**src/rtl/alu_pkg.sv**
```systemverilog
// Shared types and constants for the ALU result path: opcode enum, flag bit
// positions, the packed queue entry, and the tournament win patterns.
package alu_pkg;

    typedef enum logic [3:0] {
        ADD     = 4'd0,
        SUB     = 4'd1,
        MUL     = 4'd2,
        DIV     = 4'd3,
        NOT     = 4'd4,
        OR      = 4'd5,
        AND     = 4'd6,
        XOR     = 4'd7,
        LSL     = 4'd8,
        LSR     = 4'd9,
        ASR     = 4'd10,
        ROL     = 4'd11,
        ROR     = 4'd12,
        PLIGERO = 4'd13,
        PPESADO = 4'd14,
        PMIXTO  = 4'd15
    } alu_op_e;

    localparam int FLG_ARITH = 8;
    localparam int FLG_LOGIC = 7;
    localparam int FLG_SHIFT = 6;
    localparam int FLG_TOURN = 5;
    localparam int FLG_Z     = 4;
    localparam int FLG_N     = 3;
    localparam int FLG_C     = 2;
    localparam int FLG_V     = 1;
    localparam int FLG_DZ    = 0;

    typedef struct packed {
        alu_op_e     op;
        logic [7:0]  data;
        logic [8:0]  flag;
    } alu_result_t;

    localparam logic [7:0] WIN_A = 8'h00;
    localparam logic [7:0] WIN_B = 8'hFF;

    // A tournament entry scores only on the two exact win patterns.
    function automatic logic is_win(input logic [8:0] flag, input logic [7:0] data,
                                    input logic [7:0] pattern);
        return flag[FLG_TOURN] && (data == pattern);
    endfunction

endpackage

```
**src/rtl/sync_fifo.sv**
```systemverilog
// Show-ahead synchronous FIFO: the head entry sits in a register so the read
// side is fully registered; there is no write-to-read bypass.
module sync_fifo #(
    parameter int WIDTH = 21,
    parameter int DEPTH = 8,
    localparam int AW = $clog2(DEPTH),
    localparam int LW = AW + 1
) (
    input  logic             clk,
    input  logic             reset,
    input  logic             wr_valid_i,
    input  logic [WIDTH-1:0] wr_data_i,
    output logic             wr_ready_o,
    output logic             rd_valid_o,
    input  logic             rd_ready_i,
    output logic [WIDTH-1:0] rd_data_o,
    output logic [LW-1:0]    level_o
);

    logic [WIDTH-1:0] mem_q [DEPTH];
    logic [AW-1:0]    wr_ptr_q, wr_ptr_d;
    logic [AW-1:0]    rd_ptr_q, rd_ptr_d;
    logic [LW-1:0]    level_q, level_d;
    logic [LW-1:0]    remain;
    logic [WIDTH-1:0] head_q, head_d;
    logic             valid_q, valid_d;
    logic             push, pop;

    assign wr_ready_o = (level_q != LW'(DEPTH));
    assign push       = wr_valid_i && wr_ready_o;
    assign pop        = valid_q && rd_ready_i;

    always_comb begin
        wr_ptr_d = wr_ptr_q + AW'(push);
        rd_ptr_d = rd_ptr_q + AW'(pop);
        remain   = level_q - LW'(pop);
        level_d  = remain + LW'(push);
        valid_d  = (level_d != '0);
        head_d   = head_q;
        // Entries already in storage take precedence; only an empty queue
        // loads the incoming word straight into the head register.
        if (remain != '0) begin
            head_d = mem_q[rd_ptr_d];
        end else if (push) begin
            head_d = wr_data_i;
        end
    end

    always_ff @(posedge clk) begin
        if (push) begin
            mem_q[wr_ptr_q] <= wr_data_i;
        end
    end

    always_ff @(posedge clk) begin
        if (reset) begin
            wr_ptr_q <= '0;
            rd_ptr_q <= '0;
            level_q  <= '0;
            head_q   <= '0;
            valid_q  <= 1'b0;
        end else begin
            wr_ptr_q <= wr_ptr_d;
            rd_ptr_q <= rd_ptr_d;
            level_q  <= level_d;
            head_q   <= head_d;
            valid_q  <= valid_d;
        end
    end

    assign rd_valid_o = valid_q;
    assign rd_data_o  = head_q;
    assign level_o    = level_q;

endmodule

```
**src/rtl/alu_result_queue.sv**
```systemverilog
// ALU result buffer: FIFO of {op, data, flag} with sticky status flags and a
// saturating win tally for the tournament opcodes.
module alu_result_queue
    import alu_pkg::*;
#(
    parameter int DEPTH = 8,
    parameter int CNT_W = 8
) (
    input  logic                   clk,
    input  logic                   reset,
    input  logic                   in_valid,
    output logic                   in_ready,
    input  logic [3:0]             in_op,
    input  logic [7:0]             in_data,
    input  logic [8:0]             in_flag,
    output logic                   out_valid,
    input  logic                   out_ready,
    output logic [3:0]             out_op,
    output logic [7:0]             out_data,
    output logic [8:0]             out_flag,
    output logic [$clog2(DEPTH):0] level,
    output logic [4:0]             sticky_flag,
    input  logic                   sticky_clr,
    output logic [CNT_W-1:0]       wins_a,
    output logic [CNT_W-1:0]       wins_b,
    input  logic                   win_clr
);

    alu_result_t      wr_entry, head;
    logic             push;
    logic [4:0]       sticky_q, sticky_d;
    logic [CNT_W-1:0] wins_a_q, wins_a_d;
    logic [CNT_W-1:0] wins_b_q, wins_b_d;

    assign wr_entry = '{op: alu_op_e'(in_op), data: in_data, flag: in_flag};

    sync_fifo #(
        .WIDTH ($bits(alu_result_t)),
        .DEPTH (DEPTH)
    ) u_fifo (
        .clk        (clk),
        .reset      (reset),
        .wr_valid_i (in_valid),
        .wr_data_i  (wr_entry),
        .wr_ready_o (in_ready),
        .rd_valid_o (out_valid),
        .rd_ready_i (out_ready),
        .rd_data_o  (head),
        .level_o    (level)
    );

    assign push = in_valid && in_ready;

    always_comb begin
        sticky_d = (sticky_clr ? 5'd0 : sticky_q) | (push ? in_flag[FLG_Z:FLG_DZ] : 5'd0);

        wins_a_d = wins_a_q;
        wins_b_d = wins_b_q;
        // Clear wins over a same-cycle increment; counters stick at all-ones.
        if (win_clr) begin
            wins_a_d = '0;
            wins_b_d = '0;
        end else if (push) begin
            if (is_win(in_flag, in_data, WIN_A) && (wins_a_q != '1)) begin
                wins_a_d = wins_a_q + 1'b1;
            end
            if (is_win(in_flag, in_data, WIN_B) && (wins_b_q != '1)) begin
                wins_b_d = wins_b_q + 1'b1;
            end
        end
    end

    always_ff @(posedge clk) begin
        if (reset) begin
            sticky_q <= '0;
            wins_a_q <= '0;
            wins_b_q <= '0;
        end else begin
            sticky_q <= sticky_d;
            wins_a_q <= wins_a_d;
            wins_b_q <= wins_b_d;
        end
    end

    assign out_op      = head.op;
    assign out_data    = head.data;
    assign out_flag    = head.flag;
    assign sticky_flag = sticky_q;
    assign wins_a      = wins_a_q;
    assign wins_b      = wins_b_q;

endmodule

```
**config.mk**
```make
export PLATFORM = sky130hd
export DESIGN_NAME = alu_result_queue
export DESIGN_NICKNAME = d
export VERILOG_FILES = /design/src/rtl/alu_pkg.sv /design/src/rtl/sync_fifo.sv /design/src/rtl/alu_result_queue.sv
export SDC_FILE = /design/constraint.sdc
export NUM_CORES = 1
export LEC_CHECK = 0
export BUFFER_PORTS_ARGS = -buffer_cell sky130_fd_sc_hd__buf_2
export CAP_MARGIN = 20
export CORE_MARGIN = 2
export CORE_UTILIZATION = 59
export CTS_CLUSTER_SIZE = 28
export DETAILED_ROUTE_END_ITERATION = 10
export HOLD_SLACK_MARGIN = 0.12
export PLACE_DENSITY = 0.83
export SKIP_CTS_REPAIR_TIMING = 1
export SLEW_MARGIN = 10
export SYNTH_ARGS = -nofsm -noshare
export SYNTH_HDL_FRONTEND = slang
export SYNTH_SLANG_ARGS = --single-unit
```
**constraint.sdc**
```tcl
create_clock -name clk -period 4.2 [get_ports clk]
set_input_delay 0.42 -clock clk [delete_from_list [all_inputs] [get_ports clk]]
set_output_delay 0.42 -clock clk [all_outputs]
set_load 0.01 [all_outputs]
```
==> results.json, run 1 <==
{
  "drtIter0Drc": 595,
  "powerDensity_mw_per_mm2": 633,
  "grt.overflow.total": 0,
  "coreArea_mm2": 0.0146,
  "cp.depth": 9,
  "initial_core_util": 0.607,
  "syn-num-nets": 594,
  "status": "finished, final reports clean",
  "die_w_um": 127,
  "setup_slack_ns": 1.30,
  "hold_viol_final": 0,
  "ys_ff_latch": 221,
  "synth-main-ff-cell": "edfxtp_1",
  "routed_wl_mm": 20.4,
  "cp_top_family": "simple AND/OR/NAND/NOR gates",
  "ys_types": 47,
  "gr-usage-all-layers": 0.254,
  "grt_max_degree": 44,
  "cts_buffers": 23,
  "ant_nets": 0,
  "antenna_found_initial": 0,
  "worstPathRequired_ns": 4.53,
  "irDropWorstVdd_mv": 0.366,
  "synth_top_area_share": 0.570,
  "critPathKind": "register to register",
  "placed_area_mm2": 0.00951,
  "cts_sinks": 221,
  "cts-root-buf": "clkbuf_16",
  "path_buf_inv": 2,
  "slew-limit-headroom": 0.304,
  "fin_skew_ns": 0.0242,
  "dp_hpwl_mm": 12.3,
  "max_stage_delay_ns": 0.71,
  "routed-wl-met2_mm": 10.3,
  "clk_path_buf_depth": 3,
  "gp_congestion": 0.870,
  "synth_top_cells_by_count": "edfxtp_1 (168), nand2_1 (54), dfxtp_1 (53)",
  "dieArea_mm2": 0.0160,
  "yosysMostFrequentCell": "edfxtp_1",
  "met1_length_mm": 7.68,
  "synth.area.top_cells": "edfxtp_1 (57%), dfxtp_1 (12%), mux4_2 (11%)",
  "fin_hold_ws_ns": 0.214,
  "wl_per_cell_um": 24.2,
  "critical_path.slowest_cell": "nor4b_1",
  "dp_slack_ns": 1.40,
  "r2r_cells": 9,
  "p_leak_nw": 3.57,
  "worstHoldPathCells": 1,
  "vias": 5557,
  "critPathLaunchType": "register",
  "crit_fanout": 8,
  "met3WireLength_mm": 1.72,
  "place.port_buffers": 74,
  "fillers": 892,
  "clock.fmax_mhz": 345,
  "rsz0062_at_grt": "no",
  "final_max_slew_viol_count": 0,
  "syn_to_final_growth_pct": 16.1,
  "final.period_utilization": 0.691,
  "max_cap_violations": 0,
  "crit_path_end_kind": "register",
  "insertion_delay_ns": 0.50,
  "die_y_um": 127,
  "viasPerCell": 6.61,
  "syn_area_mm2": 0.00886,
  "final.setup.tns_ns": 0,
  "cp.arrival_ns": 3.24,
  "nets": 678,
  "drive_above_1_share": 0.279,
  "hp-class": "input port to register",
  "yosysSeqAreaShare": 0.689,
  "fin_util": 0.704,
  "worst_pin_slew_ns": 1.04,
  "synth_edf_count": 168,
  "crit_chain": "nor4b_1, inv_1, nand2_1, inv_1, ha_1, ha_1, or3_1, nor4_1, nor3_1",
  "yosysTopAreaCell": "edfxtp_1",
  "drc_errors": 0,
  "rows": 44,
  "setup_violations": 0,
  "syn_avg_cell_area_um2": 15.9,
  "cts_tree": "yes",
  "yosys_warnings": 0,
  "pin_count": 75,
  "syn_inst": 557,
  "highest_layer": "met4",
  "grt_first_pass_wirelength_mm": 31.6,
  "htreeDepth": 1,
  "diodes": 0,
  "period_minus_slack_ns": 2.90,
  "design_area_mm2": 0.0103,
  "drtPass1Iterations": 5,
  "async_flop_share": 0,
  "grt_pass1_vias": 5731,
  "clk_pin_slew_worst_paths_ns": 0.06
}
-- path summary, 6_finish.rpt --
path                startpoint            endpoint  slack (ns)
max reg2reg  u_fifo.level_o[1]   u_fifo.rd_valid_o        1.30
min                 in_flag[4]  u_fifo.mem_q[0][4]        0.21
max          u_fifo.level_o[1]   u_fifo.rd_valid_o        1.30
min reg2reg     sticky_flag[4]      sticky_flag[4]        0.47
-- stage by stage --
stage	std cells	power, mW
floorplan	557	3.90
global placement	799	4.39
detailed placement	799	4.46
CTS	840	6.51
global route	841	6.74
finish	841	6.50
-- routing by layer --
layer | global-route usage | vias up
met3 | 0.0396 | 49
met4 | 0.0802 | 0
met1 | 0.335 | 2771
li1 | - | 2405
met5 | 0 | -
met2 | 0.438 | 332
-- placed cells by master (no fill, tap or decap), types with 3 or more instances in the layout --
cell type	Yosys	layout
a21oi_1	17	17
a221oi_1	20	20
a311oi_1	21	21
and2_1	3	3
and3_1	3	3
buf_2	7	75
buf_4	1	17
bufinv_16	0	3
clkbuf_1	23	5
clkbuf_16	0	23
clkbuf_8	0	4
clkinv_2	0	4
dfxtp_1	53	53
edfxtp_1	168	168
ha_1	10	9
inv_1	6	6
mux4_2	42	42
nand2_1	54	54
nand2b_1	9	9
nand3_1	7	7
nand4_1	3	3
nor2_1	9	6
nor2_2	0	3
nor2b_1	29	29
nor3_1	11	7
nor3_2	0	4
nor4_1	5	4
o21ai_0	4	4
o31ai_1	8	7
or3_1	6	6
or4_1	6	6
xor2_1	4	3
-- final cells by class --
| type | instances | area [um^2] | share of cell area |
|---|---|---|---|
| multi-input combinational | 296 | 2630 | 0.256 |
| inverter | 6 | 22.5 | 0.00219 |
| timing repair buffer | 93 | 523 | 0.0509 |
| clock buffer | 32 | 649 | 0.0632 |
| sequential | 221 | 6110 | 0.594 |
| tap | 184 | 230 | 0.0224 |
| clock inverter | 9 | 118 | 0.0114 |
-- flip-flops by register name, summed over array words and instances (netlist names) --
signal             flops
u_fifo.rd_valid_o      1
u_fifo.wr_ptr_q        3
sticky_flag            5
u_fifo.level_o         4
wins_b                 8
wins_a                 8
u_fifo.rd_data_o      21
u_fifo.mem_q         168
u_fifo.rd_ptr_q        3
-- logic make-up after synthesis --
kind of cell             synth area share
AO/OA/AOI/OAI                      0.0735
XOR/XNOR                          0.00593
adder cells (fa/ha/maj)            0.0141
buffers and inverters              0.0192
flip-flops                          0.689
multiplexers                        0.108
AND/OR/NAND/NOR                    0.0897
-- where the power goes --
group | switching [mW] | internal (mW) | total [mW]
registers | 0.116 | 2.56 | 2.68
clock network | 0.797 | 1.26 | 2.06
logic | 0.981 | 0.786 | 1.77
total | 1.89 | 4.61 | 6.50
No activity file was read; power rests on OpenSTA's default activity.
==> inputs of run 2 (changes only) <==
--- a/config.mk
+++ b/config.mk
@@ -5,14 +5,15 @@
 export SDC_FILE = /design/constraint.sdc
 export NUM_CORES = 1
 export LEC_CHECK = 0
+export ABC_AREA = 1
 export BUFFER_PORTS_ARGS = -buffer_cell sky130_fd_sc_hd__buf_2
 export CAP_MARGIN = 20
 export CORE_MARGIN = 2
-export CORE_UTILIZATION = 59
+export CORE_UTILIZATION = 60
 export CTS_CLUSTER_SIZE = 28
 export DETAILED_ROUTE_END_ITERATION = 10
 export HOLD_SLACK_MARGIN = 0.12
-export PLACE_DENSITY = 0.83
+export PLACE_DENSITY = 0.84
 export SKIP_CTS_REPAIR_TIMING = 1
 export SLEW_MARGIN = 10
 export SYNTH_ARGS = -nofsm -noshare
==> constraint.sdc (replaced) <==
create_clock -name clk -period 2.7 [get_ports clk]
set_input_delay 0.27 -clock clk [delete_from_list [all_inputs] [get_ports clk]]
set_output_delay 0.27 -clock clk [all_outputs]
set_load 0.01 [all_outputs]
==> run 2 against run 1 <==
- first-iteration DRC count increased by 4.5%
- clock-buffer cell count decreased by 2
- synthesized cell count increased by 65%
- critical path depth increased by 2
- final cell count increased by 45%
- clock power increased by 46%
- sequential share of layout area decreased by 2.8 points
- worst hold slack got worse by 0.10 ns
- via count increased by 25%
- die area increased by 2.9%
- global-route usage increased by 0.94 points
- critical path type unchanged
- largest power group unchanged
==> results.json, run 2 <==
{
  "routed_wl_mm": 21.4,
  "crit_path_frequent_cell": "nand2_1",
  "synth_compound_area_frac": 0.0604,
  "fin_skew_ns": 0.0127,
  "max_cap_violations": 0,
  "clock.fmax_mhz": 490,
  "final_max_slew_viol_count": 0,
  "drtIter0Drc": 622,
  "syn-num-nets": 955,
  "gr-usage-all-layers": 0.263,
  "crit_path_end_kind": "register",
  "yosysMostFrequentCell": "nand2_1",
  "die_w_um": 128,
  "htreeDepth": 1,
  "coreArea_mm2": 0.0151,
  "syn_area_mm2": 0.00928,
  "pin_count": 75,
  "drtPass1Iterations": 6,
  "drc_errors": 0,
  "final.setup.tns_ns": 0,
  "cp.arrival_ns": 2.42,
  "wl_per_cell_um": 17.6,
  "place.port_buffers": 74,
  "synth_simple_gate_area_frac": 0.212,
  "synth_xor_area_frac": 0.0104,
  "worstHoldEndpoint": "sticky_flag[1]",
  "worstPathRequired_ns": 3.07,
  "ant_nets": 0,
  "worstHoldPathCells": 4,
  "dp_hpwl_mm": 12.9,
  "clk_pin_slew_worst_paths_ns": 0.06,
  "viasPerCell": 5.70,
  "rows": 45,
  "reg2reg_to": "u_fifo.rd_data_o[1]",
  "dieArea_mm2": 0.0165,
  "yosysSeqAreaShare": 0.658,
  "hold_viol_final": 0,
  "async_flop_share": 0,
  "synth_edf_count": 168,
  "status": "finished, final reports clean",
  "ys_ff_latch": 221,
  "antenna_found_initial": 0,
  "syn_to_final_growth_pct": 16.3,
  "critPathKind": "register to register",
  "crit_fanout": 13,
  "die_y_um": 128,
  "initial_core_util": 0.612,
  "hp-class": "input port to register",
  "synth_top_area_share": 0.544,
  "cts_sinks": 221,
  "fin_util": 0.712,
  "irDropWorstVdd_mv": 0.776,
  "grt.overflow.total": 0,
  "synth_top_family_by_area": "simple AND/OR/NAND/NOR gates",
  "critPathLaunchType": "register",
  "ys_types": 30,
  "yosys_warnings": 0,
  "cts_buffers": 22,
  "rsz0062_at_grt": "no",
  "final_cell_mix": "nand2_1 (225), edfxtp_1 (168), nor2_1 (126), nand3_1 (96), buf_2 (74)",
  "mostFrequentLayoutCell": "nand2_1",
  "grt_max_degree": 53,
  "p_leak_nw": 4.24,
  "critical_path.slowest_cell": "nand2_1",
  "cts_tree": "yes",
  "synthMuxAreaShare": 0,
  "syn_inst": 918,
  "max_stage_delay_ns": 0.32,
  "r2r_cells": 11,
  "synth-main-ff-cell": "edfxtp_1",
  "syn_avg_cell_area_um2": 10.1,
  "slew-limit-headroom": 0.634,
  "final.period_utilization": 0.756,
  "synth.area.top_cells": "edfxtp_1 (54%), dfxtp_1 (11%), nand2_1 (9.1%)",
  "worst_pin_slew_ns": 0.548,
  "cts-root-buf": "clkbuf_16",
  "grt_first_pass_wirelength_mm": 33.7,
  "regMostFlops": "u_fifo.mem_q",
  "synth_fa_ha_area_frac": 0.0135,
  "period_minus_slack_ns": 2.04,
  "largest_register_ffs": 168,
  "r2r_slack_ns": 0.66,
  "path_buf_inv": 3,
  "vias": 6960,
  "diodes": 0,
  "min_from": "sticky_clr",
  "grt_pass1_vias": 6794,
  "yosysTopAreaCell": "edfxtp_1",
  "nets": 1054,
  "fillers": 1010,
  "insertion_delay_ns": 0.50,
  "gp_congestion": 0.867,
  "cp_top_family": "simple AND/OR/NAND/NOR gates",
  "drive_above_1_share": 0.156,
  "r2r-start": "u_fifo.rd_valid_o",
  "synth_top_cells_by_count": "nand2_1 (225), edfxtp_1 (168), nor2_1 (134)",
  "clk_path_buf_depth": 3,
  "powerDensity_mw_per_mm2": 982,
  "crit_chain": "nand2_1, inv_1, ha_2, ha_2, inv_1, nand2_1, nand2_1, buf_4, nand3_1, nand3_1, a21oi_1",
  "setup_violations": 0
}
==> run 2: changes by cell type after synthesis, moves of 20 or more <==
cell | previous run | this run
a21oi_1 | 17 | 42
a221oi_1 | 20 | 0
a311oi_1 | 21 | 0
inv_1 | 6 | 41
mux4_2 | 42 | 0
nand2_1 | 54 | 225
nand3_1 | 7 | 96
nor2_1 | 9 | 134
nor2b_1 | 29 | 0
o21ai_0 | 4 | 41
o21ai_1 | 0 | 29
==> run 2: final cells by class <==
type | instances | area (um^2) | share of cell area
clock buffers | 30 | 622 | 0.0577
clock inverters | 10 | 93.8 | 0.00870
inverters | 49 | 186 | 0.0173
multi-input cells | 605 | 2780 | 0.257
flip-flops and latches | 221 | 6110 | 0.566
well taps | 188 | 235 | 0.0218
repair buffers | 118 | 766 | 0.0710
==> run 2: cells by family (layout without fill, tap and decap cells) <==
family / Yosys count / after routing
buf+inv: 92 / 207
simple gates: 472 / 472
fa+ha+maj: 10 / 10
compound gates: 112 / 112
xor+xnor: 11 / 11
flops: 221 / 221
==> run 2: worst max path at each step <==
stage | startpoint | to | slack (ns) | cells past startpoint
2_1_floorplan | u_fifo.level_o[1] | u_fifo.mem_q[1][0] | 0.32 | 7
3_3_place_gp | out_ready | u_fifo.rd_data_o[1] | 0.72 | 12
3_5_place_dp | out_ready | u_fifo.rd_data_o[5] | 0.65 | 11
4_1_cts | u_fifo.rd_valid_o | u_fifo.rd_data_o[0] | 0.69 | 10
5_1_grt | u_fifo.level_o[3] | u_fifo.rd_valid_o | 0.53 | 11
6_report | u_fifo.rd_valid_o | u_fifo.rd_data_o[1] | 0.66 | 11
==> run 2: metal layers <==
metal	up-vias	routed length, um	track usage	part of all wire
met5	-	0	0	0
li1	3284	-	-	-
met2	306	10900	0.446	0.51
met4	0	618	0.114	0.029
met1	3313	8430	0.341	0.39
met3	57	1460	0.0374	0.068
==> run 2: through the flow <==
| step | hold slack (ns) | setup WS [ns] | total power [mW] | instances | area (um^2) |
|---|---|---|---|---|---|
| finish | 0.114 | 0.658 | 10.6 | 1221 | 10800 |
| global route | 0.125 | 0.528 | 11.1 | 1221 | 10800 |
| CTS | 0.0444 | 0.686 | 10.6 | 1205 | 10600 |
| detailed placement | 0.454 | 0.653 | 7.56 | 1165 | 9910 |
| global placement | 0.452 | 0.722 | 7.45 | 1165 | 9910 |
| floorplan | 0.369 | 0.319 | 6.67 | 918 | 9280 |
==> run 2: worst reg2reg max path: cells and delay by family (launching register included) <==
family / cells / cell delay (ns)
buffers and inverters: 3 / 0.47
adder cells (fa/ha/maj): 2 / 0.37
AND/OR/NAND/NOR: 5 / 0.69
flip-flops: 1 / 0.31
AO/OA/AOI/OAI: 1 / 0.07
==> run 2: report_power, final <==
part | internal, mW | switching [mW] | total [mW]
clock network | 1.80 | 1.21 | 3.01
logic | 1.11 | 2.30 | 3.41
registers | 4.01 | 0.155 | 4.17
total | 6.92 | 3.66 | 10.6
==> inputs of run 3 (changes only) <==
==> constraint.sdc (replaced) <==
create_clock -name clk -period 2 [get_ports clk]
set_input_delay 0.2 -clock clk [delete_from_list [all_inputs] [get_ports clk]]
set_output_delay 0.2 -clock clk [all_outputs]
set_load 0.01 [all_outputs]
==> run 3 against run 2 <==
- maximum frequency grew 6.0%
- via count grew 1.7%
- die area is the same
- register-to-register slack lost 0.58 ns
- sequential cell count is the same
- clock-buffer cell count grew 5
- combinational power grew 47%
- critical endpoint is now u_fifo.rd_data_o[17]
- largest cell class unchanged
- largest power group unchanged
==> results.json, run 3 (synthesis gave the netlist of run 2 again) <==
{
  "status": "finished, final reports clean",
  "dpl.cell_count": 1175,
  "cts_tree": "yes",
  "worst_pin_slew_ns": 0.522,
  "dieArea_mm2": 0.0165,
  "critPathLaunchType": "register",
  "diodes": 0,
  "initial_core_util": 0.612,
  "period_minus_slack_ns": 1.93,
  "drtIter0Drc": 767,
  "max_cap_violations": 0,
  "crit_fanout": 59,
  "htreeDepth": 1,
  "vias": 7078,
  "place.port_buffers": 74,
  "worstPathRequired_ns": 2.38,
  "grt_max_degree": 60,
  "gp_congestion": 0.858,
  "cp.arrival_ns": 2.30,
  "clock.fmax_mhz": 519,
  "syn_to_final_growth_pct": 19.0,
  "final.period_utilization": 0.963,
  "die_w_um": 128,
  "final_max_slew_viol_count": 0,
  "cts_buffers": 22,
  "drc_errors": 0,
  "insertion_delay_ns": 0.50,
  "nets": 1069,
  "wl_per_cell_um": 18.1,
  "fin_skew_ns": 0.0110,
  "gr-usage-all-layers": 0.270,
  "cts_sinks": 221,
  "mostFrequentLayoutCell": "nand2_1",
  "crit_path_end_kind": "register",
  "stdcell_count": 1236,
  "drtPass1Iterations": 5,
  "coreArea_mm2": 0.0151,
  "clk_path_buf_depth": 3,
  "die_y_um": 128,
  "pin_count": 75,
  "largest_register_ffs": 168,
  "powerDensity_mw_per_mm2": 1330,
  "cts-root-buf": "clkbuf_16",
  "rows": 45,
  "antenna_found_initial": 0,
  "hold_viol_final": 0,
  "ant_nets": 0,
  "viasPerCell": 5.73,
  "irDropWorstVdd_mv": 1.27,
  "regMostFlops": "u_fifo.mem_q",
  "p_leak_nw": 4.34,
  "drive_above_1_share": 0.163,
  "routed_wl_mm": 22.4,
  "critPathKind": "register to register",
  "grt_first_pass_wirelength_mm": 34.6,
  "final.setup.tns_ns": 0,
  "setup_violations": 0,
  "hp-class": "input port to register",
  "dp_hpwl_mm": 13.1,
  "grt_pass1_vias": 6772,
  "grt.overflow.total": 0,
  "final_cell_mix": "nand2_1 (225), edfxtp_1 (168), nor2_1 (126), nand3_1 (96), buf_2 (74)",
  "slew-limit-headroom": 0.651,
  "clk_pin_slew_worst_paths_ns": 0.06
}
==> run 3: changes by cell type in the layout (fill, tap and decap cells not counted), sizes merged <==
cell         before  now
dlygate4sd3      16   21
clkinv            9    5
buf             102  112
clkbuf           30   35
bufinv            2    1
==> run 3: path summary, 6_finish.rpt <==
check | from | endpoint | slack [ns] | cells past startpoint
max | u_fifo.rd_valid_o | u_fifo.rd_data_o[17] | 0.07 | 10
min | in_data[4] | u_fifo.mem_q[1][13] | 0.12 | 2
max reg2reg | u_fifo.rd_valid_o | u_fifo.rd_data_o[17] | 0.07 | 10
min reg2reg | sticky_flag[2] | sticky_flag[2] | 0.47 | 2
==> run 3: per-layer routing <==
metal,vias up,track usage,part of all wire
li1,3326,-,-
met1,3345,0.360,0.40
met2,347,0.458,0.51
met3,60,0.0445,0.074
met4,0,0.0892,0.025
met5,-,0,0
==> run 3: metrics by stage <==
step	power, mW	instance area, um^2	hold WS, ns	setup slack (ns)	util
after detailed placement	10.6	10100	0.455	0.152	0.667
after global placement	10.3	10100	0.453	0.197	0.667
after CTS	14.6	10800	-0.0208	0.0450	0.714
after floorplan	9.01	9310	0.299	-0.319	-
final	14.7	11000	0.118	0.0738	0.729
after global routing	15.4	11000	0.120	-0.0696	0.729
==> run 3: layout make-up <==
cell class	instances	area, um^2
timing repair buffer	133	995
sequential	221	6110
inverter	49	189
multi-input combinational	605	2800
clock buffer	35	671
tap	188	235
clock inverter	5	46.3
fill	966	4110
==> run 3: worst max-delay path: stages, from the launching register on <==
cell	delay [ns]
dfxtp_1	0.31
nand2_1	0.06
inv_1	0.07
ha_2	0.18
ha_2	0.37
buf_12	0.28
nor2_1	0.09
o21ai_1	0.11
nand3_1	0.13
nand3_1	0.13
a21oi_1	0.07
==> run 3: where the power goes <==
group / internal, mW / total, mW / switching [mW]
Clock: 2.42 / 4.08 / 1.66
Combinational: 1.75 / 5.02 / 3.28
Sequential: 5.41 / 5.62 / 0.209
